==> src/rtl/cfu_conv_sequencer.sv <==
`default_nettype none
// ============================================================================
// Module      : cfu_conv_sequencer
// Description : Replays a complete convolution job into a CFU over the
//               cmd/rsp protocol.  The job is filter load, input load, layer
//               parameters, then per output point: clear, point parameters,
//               accumulate and return one 32-bit accumulator.  Operands come
//               from a 64-bit word stream.  Only one command is ever in
//               flight, and a watchdog bounds every response wait.
// Revision    : 1.0 - initial release
// ============================================================================
module cfu_conv_sequencer #(
  parameter int CNT_W          = 16,
  parameter int OUT_CNT_W      = 16,
  parameter int TIMEOUT_CYCLES = 65535
) (
  input  logic                 clk,
  input  logic                 reset_n,
  // job control
  input  logic                 start,
  input  logic [CNT_W-1:0]     filter_beats,
  input  logic [CNT_W-1:0]     input_beats,
  input  logic [OUT_CNT_W-1:0] n_outputs,
  output logic                 busy,
  output logic                 done,
  output logic                 err,
  // operand word stream
  input  logic                 data_valid,
  output logic                 data_ready,
  input  logic [31:0]          data_0,
  input  logic [31:0]          data_1,
  // CFU command channel
  output logic                 cmd_valid,
  input  logic                 cmd_ready,
  output logic [9:0]           cmd_payload_function_id,
  output logic [31:0]          cmd_payload_inputs_0,
  output logic [31:0]          cmd_payload_inputs_1,
  // CFU response channel
  input  logic                 rsp_valid,
  output logic                 rsp_ready,
  input  logic [31:0]          rsp_payload_outputs_0,
  // per-point result channel
  output logic                 res_valid,
  input  logic                 res_ready,
  output logic [31:0]          res_data,
  output logic [OUT_CNT_W-1:0] res_index
);

  // Control states: every command goes ISSUE -> SEND -> WAIT_RSP.
  typedef enum logic [2:0] {
    S_IDLE     = 3'd0,
    S_ISSUE    = 3'd1,
    S_SEND     = 3'd2,
    S_WAIT_RSP = 3'd3,
    S_RES      = 3'd4,
    S_DONE     = 3'd5
  } state_t;

  // Job phase selects which CFU function the next command carries.
  typedef enum logic [3:0] {
    P_CLR_F    = 4'd0,
    P_LD_F     = 4'd1,
    P_CLR_I    = 4'd2,
    P_LD_I     = 4'd3,
    P_PRM_RST  = 4'd4,
    P_PRM      = 4'd5,
    P_OUT_CLR  = 4'd6,
    P_OUT_PRM  = 4'd7,
    P_ACC      = 4'd8
  } phase_t;

  localparam logic [31:0]    c_timeout      = 32'(TIMEOUT_CYCLES);
  localparam logic [CNT_W-1:0] c_layer_prms = CNT_W'(6);
  localparam logic [CNT_W-1:0] c_point_prms = CNT_W'(3);

  state_t                 r_state;
  phase_t                 r_phase;
  logic [CNT_W-1:0]       r_filter_beats;
  logic [CNT_W-1:0]       r_input_beats;
  logic [OUT_CNT_W-1:0]   r_n_outputs;
  logic [CNT_W-1:0]       r_beat_cnt;
  logic [OUT_CNT_W-1:0]   r_point;
  logic [31:0]            r_wd_cnt;
  logic                   r_busy;
  logic                   r_done;
  logic                   r_err;
  logic                   r_cmd_valid;
  logic [9:0]             r_func;
  logic [31:0]            r_in0;
  logic [31:0]            r_in1;
  logic                   r_rsp_ready;
  logic                   r_res_valid;
  logic [31:0]            r_res_data;
  logic [OUT_CNT_W-1:0]   r_res_index;

  logic [6:0]             w_f7;
  logic                   w_has_data;
  logic                   w_capture;
  logic                   w_wd_hit;
  phase_t                 w_next_phase;
  logic                   w_next_done;
  logic [OUT_CNT_W-1:0]   w_point_inc;

  // Function code and stream usage for the current phase.
  always_comb begin
    w_f7       = 7'd0;
    w_has_data = 1'b0;
    case (r_phase)
      P_CLR_F:   w_f7 = 7'd0;
      P_LD_F:    begin w_f7 = 7'd1;  w_has_data = 1'b1; end
      P_CLR_I:   w_f7 = 7'd3;
      P_LD_I:    begin w_f7 = 7'd4;  w_has_data = 1'b1; end
      P_PRM_RST: w_f7 = 7'd6;
      P_PRM:     begin w_f7 = 7'd7;  w_has_data = 1'b1; end
      P_OUT_CLR: w_f7 = 7'd8;
      P_OUT_PRM: begin w_f7 = 7'd9;  w_has_data = 1'b1; end
      P_ACC:     w_f7 = 7'd10;
      default:   w_f7 = 7'd0;
    endcase
  end

  // Phase sequencing after a non-accumulate response; zero counts skip phases.
  always_comb begin
    w_next_phase = r_phase;
    w_next_done  = 1'b0;
    case (r_phase)
      P_CLR_F:   w_next_phase = (r_filter_beats != '0) ? P_LD_F : P_CLR_I;
      P_LD_F:    w_next_phase = (r_beat_cnt == r_filter_beats) ? P_CLR_I : P_LD_F;
      P_CLR_I:   w_next_phase = (r_input_beats != '0) ? P_LD_I : P_PRM_RST;
      P_LD_I:    w_next_phase = (r_beat_cnt == r_input_beats) ? P_PRM_RST : P_LD_I;
      P_PRM_RST: w_next_phase = P_PRM;
      P_PRM: begin
        if (r_beat_cnt == c_layer_prms) begin
          if (r_n_outputs != '0) begin
            w_next_phase = P_OUT_CLR;
          end else begin
            w_next_done = 1'b1;
          end
        end
      end
      P_OUT_CLR: w_next_phase = P_OUT_PRM;
      P_OUT_PRM: w_next_phase = (r_beat_cnt == c_point_prms) ? P_ACC : P_OUT_PRM;
      default:   w_next_phase = r_phase;
    endcase
  end

  // A stream word is taken only while a data command waits for its operand.
  assign w_capture   = (r_state == S_ISSUE) && w_has_data && data_valid;
  // Watchdog fires on the cycle its count would reach the limit; 0 disables it.
  assign w_wd_hit    = (c_timeout != 32'd0) && ((r_wd_cnt + 32'd1) == c_timeout);
  assign w_point_inc = r_point + OUT_CNT_W'(1);

  // Main sequencer: job control, command issue, response and result handling.
  always_ff @(posedge clk) begin
    if (!reset_n) begin
      r_state        <= S_IDLE;
      r_phase        <= P_CLR_F;
      r_filter_beats <= '0;
      r_input_beats  <= '0;
      r_n_outputs    <= '0;
      r_beat_cnt     <= '0;
      r_point        <= '0;
      r_wd_cnt       <= '0;
      r_busy         <= 1'b0;
      r_done         <= 1'b0;
      r_err          <= 1'b0;
      r_cmd_valid    <= 1'b0;
      r_func         <= '0;
      r_in0          <= '0;
      r_in1          <= '0;
      r_rsp_ready    <= 1'b0;
      r_res_valid    <= 1'b0;
      r_res_data     <= '0;
      r_res_index    <= '0;
    end else begin
      r_done <= 1'b0;
      case (r_state)
        S_IDLE: begin
          if (start) begin
            r_filter_beats <= filter_beats;
            r_input_beats  <= input_beats;
            r_n_outputs    <= n_outputs;
            r_err          <= 1'b0;
            r_busy         <= 1'b1;
            r_phase        <= P_CLR_F;
            r_beat_cnt     <= '0;
            r_point        <= '0;
            r_state        <= S_ISSUE;
          end
        end

        S_ISSUE: begin
          // Data commands wait here for a word; data-less ones go out at once.
          if (!w_has_data) begin
            r_in0       <= '0;
            r_in1       <= '0;
            r_func      <= {w_f7, 3'b000};
            r_cmd_valid <= 1'b1;
            r_state     <= S_SEND;
          end else if (w_capture) begin
            r_in0       <= data_0;
            r_in1       <= data_1;
            r_func      <= {w_f7, 3'b000};
            r_cmd_valid <= 1'b1;
            r_state     <= S_SEND;
          end
        end

        S_SEND: begin
          if (cmd_ready) begin
            r_cmd_valid <= 1'b0;
            r_beat_cnt  <= r_beat_cnt + CNT_W'(1);
            r_wd_cnt    <= '0;
            // Accumulate holds off rsp_ready until the result is visible.
            r_rsp_ready <= (r_phase != P_ACC);
            r_state     <= S_WAIT_RSP;
          end
        end

        S_WAIT_RSP: begin
          if (rsp_valid && (r_phase == P_ACC)) begin
            r_res_data  <= rsp_payload_outputs_0;
            r_res_valid <= 1'b1;
            r_res_index <= r_point;
            r_rsp_ready <= 1'b1;
            r_state     <= S_RES;
          end else if (rsp_valid && r_rsp_ready) begin
            r_rsp_ready <= 1'b0;
            r_beat_cnt  <= (w_next_phase != r_phase) ? '0 : r_beat_cnt;
            if (w_next_done) begin
              r_done  <= 1'b1;
              r_state <= S_DONE;
            end else begin
              r_phase <= w_next_phase;
              r_state <= S_ISSUE;
            end
          end else if (w_wd_hit) begin
            r_err       <= 1'b1;
            r_cmd_valid <= 1'b0;
            r_rsp_ready <= 1'b0;
            r_done      <= 1'b1;
            r_state     <= S_DONE;
          end else if (r_wd_cnt != '1) begin
            r_wd_cnt <= r_wd_cnt + 32'd1;
          end
        end

        S_RES: begin
          // rsp_ready was raised for exactly the first cycle in this state.
          r_rsp_ready <= 1'b0;
          if (res_ready) begin
            r_res_valid <= 1'b0;
            r_point     <= w_point_inc;
            if (w_point_inc == r_n_outputs) begin
              r_done  <= 1'b1;
              r_state <= S_DONE;
            end else begin
              r_phase    <= P_OUT_CLR;
              r_beat_cnt <= '0;
              r_state    <= S_ISSUE;
            end
          end
        end

        S_DONE: begin
          r_busy  <= 1'b0;
          r_state <= S_IDLE;
        end

        default: r_state <= S_IDLE;
      endcase
    end
  end

  assign busy                    = r_busy;
  assign done                    = r_done;
  assign err                     = r_err;
  assign data_ready              = w_capture;
  assign cmd_valid               = r_cmd_valid;
  assign cmd_payload_function_id = r_func;
  assign cmd_payload_inputs_0    = r_in0;
  assign cmd_payload_inputs_1    = r_in1;
  assign rsp_ready               = r_rsp_ready;
  assign res_valid               = r_res_valid;
  assign res_data                = r_res_data;
  assign res_index               = r_res_index;

endmodule
`default_nettype wire

==> config.mk <==
export PLATFORM = sky130hd
export DESIGN_NAME = cfu_conv_sequencer
export DESIGN_NICKNAME = d
export VERILOG_FILES = /design/src/rtl/cfu_conv_sequencer.sv
export SDC_FILE = /design/constraint.sdc
export NUM_CORES = 1
export LEC_CHECK = 0
export ABC_CLOCK_PERIOD_IN_PS = 3400
export BUFFER_PORTS_ARGS = -buffer_cell sky130_fd_sc_hd__buf_2
export CORE_MARGIN = 2
export CORE_UTILIZATION = 43
export CTS_CLUSTER_DIAMETER = 120
export CTS_CLUSTER_SIZE = 30
export DETAILED_ROUTE_END_ITERATION = 10
export HOLD_SLACK_MARGIN = 0.1
export PLACE_DENSITY = 0.69
export RECOVER_POWER = 50
export SKIP_CTS_REPAIR_TIMING = 1
export SLEW_MARGIN = 20
export SYNTH_ARGS = -nofsm -noshare
export SYNTH_HDL_FRONTEND = slang
export SYNTH_SLANG_ARGS = --single-unit
==> constraint.sdc <==
create_clock -name clk -period 3.4 [get_ports clk]
set_input_delay 0.68 -clock clk [delete_from_list [all_inputs] [get_ports clk]]
set_output_delay 0.68 -clock clk [all_outputs]
set_load 0.1 [all_outputs]
# Yosys cells after proc, flatten, opt, wreduce, memory -nomap -nowiden
# Index checks and enable logic that the tools add are counted.
[totals] word_cells=173 regBits=247 in_bits=151
[op_classes] n_addsub=3 eq_ne=38 n_reduce_logical=32 n_mux=81
[ops] cell="$mux 32" count=9
[ops] cell="$mux 16" count=8
[ops] cell="$pmux 16 s4" count=1
[ops] cell="$pmux 32 s2" count=1
[ops] cell="$pmux 4 s8" count=2
[ops] cell="$eq 16x16->1" count=3
[ops] cell="$reduce_bool 16->1" count=3
[ops] cell="$mux 3" count=12
[ops] cell="$mux 4" count=9
[ops] cell="$add 16x1->16 const B" count=2
[ops] cell="$add 32x1->32 const B" count=1
[ops] cell="$eq 32x16->1 const B" count=1
[ops] cell="$ne 32x32->1 const B" count=1
[ops] cell="$pmux 16 s2" count=1
[ops] cell="$ne 2x2->1 const B" count=14
[ops] cell="$mux 1" count=26
[ops] cell="$mux 10" count=2
[ops] cell="$eq 16x2->1 const B" count=1
[ops] cell="$eq 16x3->1 const B" count=1
[ops] cell="$eq 4x3->1 const B" count=4
[ops] cell="$pmux 3 s5" count=1
[ops] cell="$pmux 4 s3" count=1
[ops] cell="$reduce_and 6->1" count=2
[ops] cell="$reduce_and 5->1" count=2
[ops] cell="other kinds (23)" count=46

# Depth between registers and ports, before layout
[logic_depth] depth_word=9 depth_mapped=13 mapped_depth_nobuf=10

# Worst setup path before layout
# Ideal clock, no wire load.
[synth_path] kind="flip-flop to flip-flop" start="register r_rsp_ready (netlist: rsp_ready)" end="register r_beat_cnt[8]" setup_ns=0.058 synth_period_minus_slack_ns=2.869 stages_incl_launch_ff=10 setup_slack_ns=0.531 t_required_ns=3.342 t_arrival_ns=2.812 cell_sequence="dfxtp_1 -> nand2_1 -> or2_2 -> a31oi_1 -> o22ai_1 -> nand3b_1 -> or4b_1 -> clkbuf_1 -> nor3_1 -> a21o_1"
[synth_between] elab_chain_cells=3
[synth_rtl] element="start: declaration" line="91" source="logic r_rsp_ready;"
[synth_rtl] element="start signal: assignment" line="215" source="r_rsp_ready <= (r_phase != P_ACC);"
[synth_rtl] element="$logic_and 1x1->1" line="227" source="end else if (rsp_valid && r_rsp_ready) begin"
[synth_rtl] element="$ne 2x2->1 (no source line)"
[synth_rtl] element="$reduce_and 8->1 (no source line)"
[synth_rtl] element="end signal: assignment" line="212" source="r_beat_cnt <= r_beat_cnt + CNT_W'(1);"
[synth_rtl] element="end signal: assignment" line="229" source="r_beat_cnt <= (w_next_phase != r_phase) ? '0 : r_beat_cnt;"
[synth_rtl] element="end: declaration" line="81" source="logic [CNT_W-1:0] r_beat_cnt;"
# No other way between the ends.
# A chain may end at the register's enable or synchronous reset.

# Worst setup path in the final report
[layout_path] start="register r_wd_cnt[10]" end="register r_wd_cnt[30]"
[layout_between] elab_chain_cells=6
[layout_rtl] element="start: declaration" line="83" source="logic [31:0] r_wd_cnt;"
[layout_rtl] element="start signal: assignment" line="244" source="r_wd_cnt <= r_wd_cnt + 32'd1;"
[layout_rtl] element="branches (longest 6 deep; another with $add 32x1->32)"
# Several ways; the timed one is not identified. The select of a mux whose other input is x is not followed.

==> metrics.md <==
| Metric | Value |
|---|---|
| Vias after detailed routing | 10900 |
| Post-synth EDFFs | 0 |
| RSZ-0062 raised after global routing | false |
| First-pass GRT wire length | 51200 um |
| Commonest cells post-synth | nand2_1, dfxtp_1, nor2_1 |
| Die area | 27800 um2 |
| WL met2 | 14500 um |
| Reg2Reg Depth | 9 |
| Leakage Power | 4.93 nW |
| CP arrival | 3500 ps |
| Dpl hpwl | 22300 um |
| Worst R2R Start | r_wd_cnt[10] |
| Fmax | 0.324 GHz |
| CTS Buffer Depth | 3 |
| Clk Latency, worst-skew pair | 500 ps |
| Area contributors post-synth | dfxtp_1, nand2_1, a21oi_1, a22oi_1, nor2_1 |
| Synthesized instance count | 1431 |
| Initial antenna violation count | 1 |
| Setup TNS | 0 ps |
| Share of the synthesized area in the top cell type | 42.4% |
| Synth unique cells | 77 |
| Worst vdd ir | 526 uV |
| Synth Register Bits | 241 |
| Synth area leader | dfxtp_1 |
| CTS tree | done |
| Gr ovfl total | 0 |
| Inserted Clock Buffers | 12 |
| Final worst-path cycle share | 90.9% |
| Clock Sink Count | 241 |
| Worst Path Required | 3810 ps |
| Power Density | 557 nW/um2 |
| Max cap viols | 1 |
| Nets | 1783 |
| Core area | 26000 um2 |
| Max Slew Vio Count | 49 |
| # IOs | 280 |
| Slew Limit Headroom | -28.4% |
| Final Hold Viols | 0 |
| Final core utilization | 50.1% |
| GRT Total Usage | 21.7% |
| Highest Signal Layer | met4 |
| Final setup violation count | 0 |
| Worst hold path type | in -> reg |
| Worst Max-Slew Pin Slew | 1930 ps |
| Post-synthesis cell area | 11400 um2 |
| CTS clk-pin slew, worst paths | 120 ps |
| Drt via density | 5.57 |
| Ys Warns | 0 |
| Wl on met1 | 14200 um |
| Clock tree root buffer cell | clkbuf_16 |
| GPL Wtd Cong | 0.866 |
| Post-route ant nets | 0 |
| WL final | 31600 um |
| IO buf count | 273 |
| Minimum clock period | 3090 ps |
| Worst hold path depth | 3 |
| H-Tree Depth | 1 |
| Primary FF master, synth | dfxtp_1 |
| CP Class | reg -> reg |
| Row Count | 59 |
| Ys async rst share | 0% |
| Fraction of layout cells with a size suffix above 1 | 14.4% |
| Synth-to-Final Area Change | 14.5% |
| Setup crit end kind | flip-flop |
| Syn_area_per_cell | 7.95 um2 |
| Initial core utilization | 43.8% |
| Hold_ws | 399 ps |
| Most common cell in the netlist | nand2_1 |
| Reg2reg end | r_wd_cnt[30] |
| Drt first pass iters | 5 |
| Hold Path Sink | res_data[23] |
| Clock skew | 43.4 ps |
| Die boundary height | 167 um |
| Vias in the first global route | 9969 |
| Sequential-to-total area share from yosys stat | 42.4% |
| Filler Cells Inserted | 2624 |
| DRC | 0 |
| Flop2flop setup slack | 310 ps |
| DR WL/cell | 16.1 um |
| Total Power | 7.26 mW |
| Metal3 WL | 2090 um |
| Run status | complete, but fails checks |
| Crit start category | flip-flop |
| Initial DRC count | 868 |
| Die width | 167 um |
| Crit Path Max Fanout | 31 |
| Failing checks | max-capacitance violations, max-slew violations |
| Largest net degree at the start of global routing | 65 |
| Min-delay src | rsp_payload_outputs_0[23] |
==> registers in the layout, summed over array words and instances, names as in the netlist, 3 cells and up <==
register / flops
res_data: 32
r_filter_beats: 16
r_n_outputs: 16
r_state: 3
cmd_payload_inputs_1: 32
r_beat_cnt: 16
r_input_beats: 16
r_phase: 4
r_point: 16
cmd_payload_inputs_0: 32
cmd_payload_function_id: 4
res_index: 16
r_wd_cnt: 32
==> placed cells by master, fill, tap and decap left out, types with 8 or more instances in the layout <==
| cell type | synthesis | layout |
|---|---|---|
| a21oi_1 | 133 | 133 |
| a22oi_1 | 69 | 69 |
| a31oi_1 | 18 | 18 |
| and2_1 | 10 | 10 |
| and3_1 | 11 | 10 |
| and4_1 | 8 | 8 |
| buf_2 | 8 | 151 |
| buf_4 | 9 | 21 |
| clkbuf_1 | 83 | 124 |
| clkbuf_16 | 0 | 13 |
| dfxtp_1 | 241 | 241 |
| inv_1 | 16 | 16 |
| nand2_1 | 260 | 260 |
| nand3_1 | 40 | 39 |
| nand4_1 | 28 | 28 |
| nor2_1 | 134 | 133 |
| nor3_1 | 35 | 35 |
| nor4_1 | 28 | 28 |
| o21ai_0 | 39 | 39 |
| o21ai_1 | 20 | 19 |
| o21ai_2 | 10 | 10 |
| o31ai_1 | 26 | 26 |
| xnor2_1 | 24 | 24 |
| xor2_1 | 45 | 45 |
==> critical path, stage by stage (launching register included) <==
cell and delay, ps:
dfxtp_1 510, nand4_2 200, or4_4 610, nor3_2 190, o211ai_1 170, a2111oi_4 400
and3_4 280, o31a_4 420, o21ai_1 130, o41ai_1 70
==> report_power, final <==
part	switching, mW	internal (mW)	total (mW)	leakage [nW]
clock	0.959	0.714	1.67	0.173
sequential	0.282	3.02	3.31	1.95
combinational	1.58	0.700	2.28	2.81
total	2.82	4.44	7.26	4.93
==> final cells by class <==
class / instances / area (um2) / area share (%)
multi-input cells: 1058 / 5950 / 45.7
well taps: 335 / 419 / 3.22
diodes: 1 / 2.50 / 0.0192
clock buffers: 14 / 329 / 2.53
clock inverters: 1 / 30.0 / 0.231
repair buffers: 297 / 1400 / 10.8
inverters: 17 / 68.8 / 0.529
flip-flops and latches: 241 / 4820 / 37.1
==> per-layer routing <==
metal	vias to the layer above	global-route usage (%)
met2	331	36.0
met1	5175	29.3
met5	-	0
met4	0	5.62
met3	51	3.94
li1	5387	-
==> worst max path at each step <==
| stage | slack, ps | to | startpoint |
|---|---|---|---|
| final | 310 | r_wd_cnt[30] | r_wd_cnt[10] |
| after CTS | 320 | r_wd_cnt[30] | r_wd_cnt[10] |
| after global routing | 80 | r_input_beats[14] | r_state[1] |
| after global placement | 430 | r_beat_cnt[6] | r_state[1] |
| after detailed placement | 360 | r_wd_cnt[1] | r_wd_cnt[1] |
| after floorplan | 530 | r_beat_cnt[8] | rsp_ready |
==> kinds of logic (layout without fill, tap and decap cells) <==
kind of cell    after synthesis  count (layout)  synth area share (%)
compound gates              362             362                  20.2
buf+inv                     137             329                  5.68
mux                           6               6                 0.539
xor+xnor                     69              69                  5.31
fa+ha+maj                     5               5                 0.550
flops                       241             241                  42.4
other cells                   1               7                0.0330
simple gates                610             610                  25.3
==> through the flow <==
stage / instance area, um2 / cells / worst slack, ps
after floorplan: 11400 / 1436 / 531
after global placement: 12800 / 1948 / 434
final: 13000 / 1964 / 309
after CTS: 13200 / 1963 / 323
after detailed placement: 12800 / 1948 / 364
after global routing: 13000 / 1963 / 75.9
No activity file was read; power rests on OpenSTA's default activity.
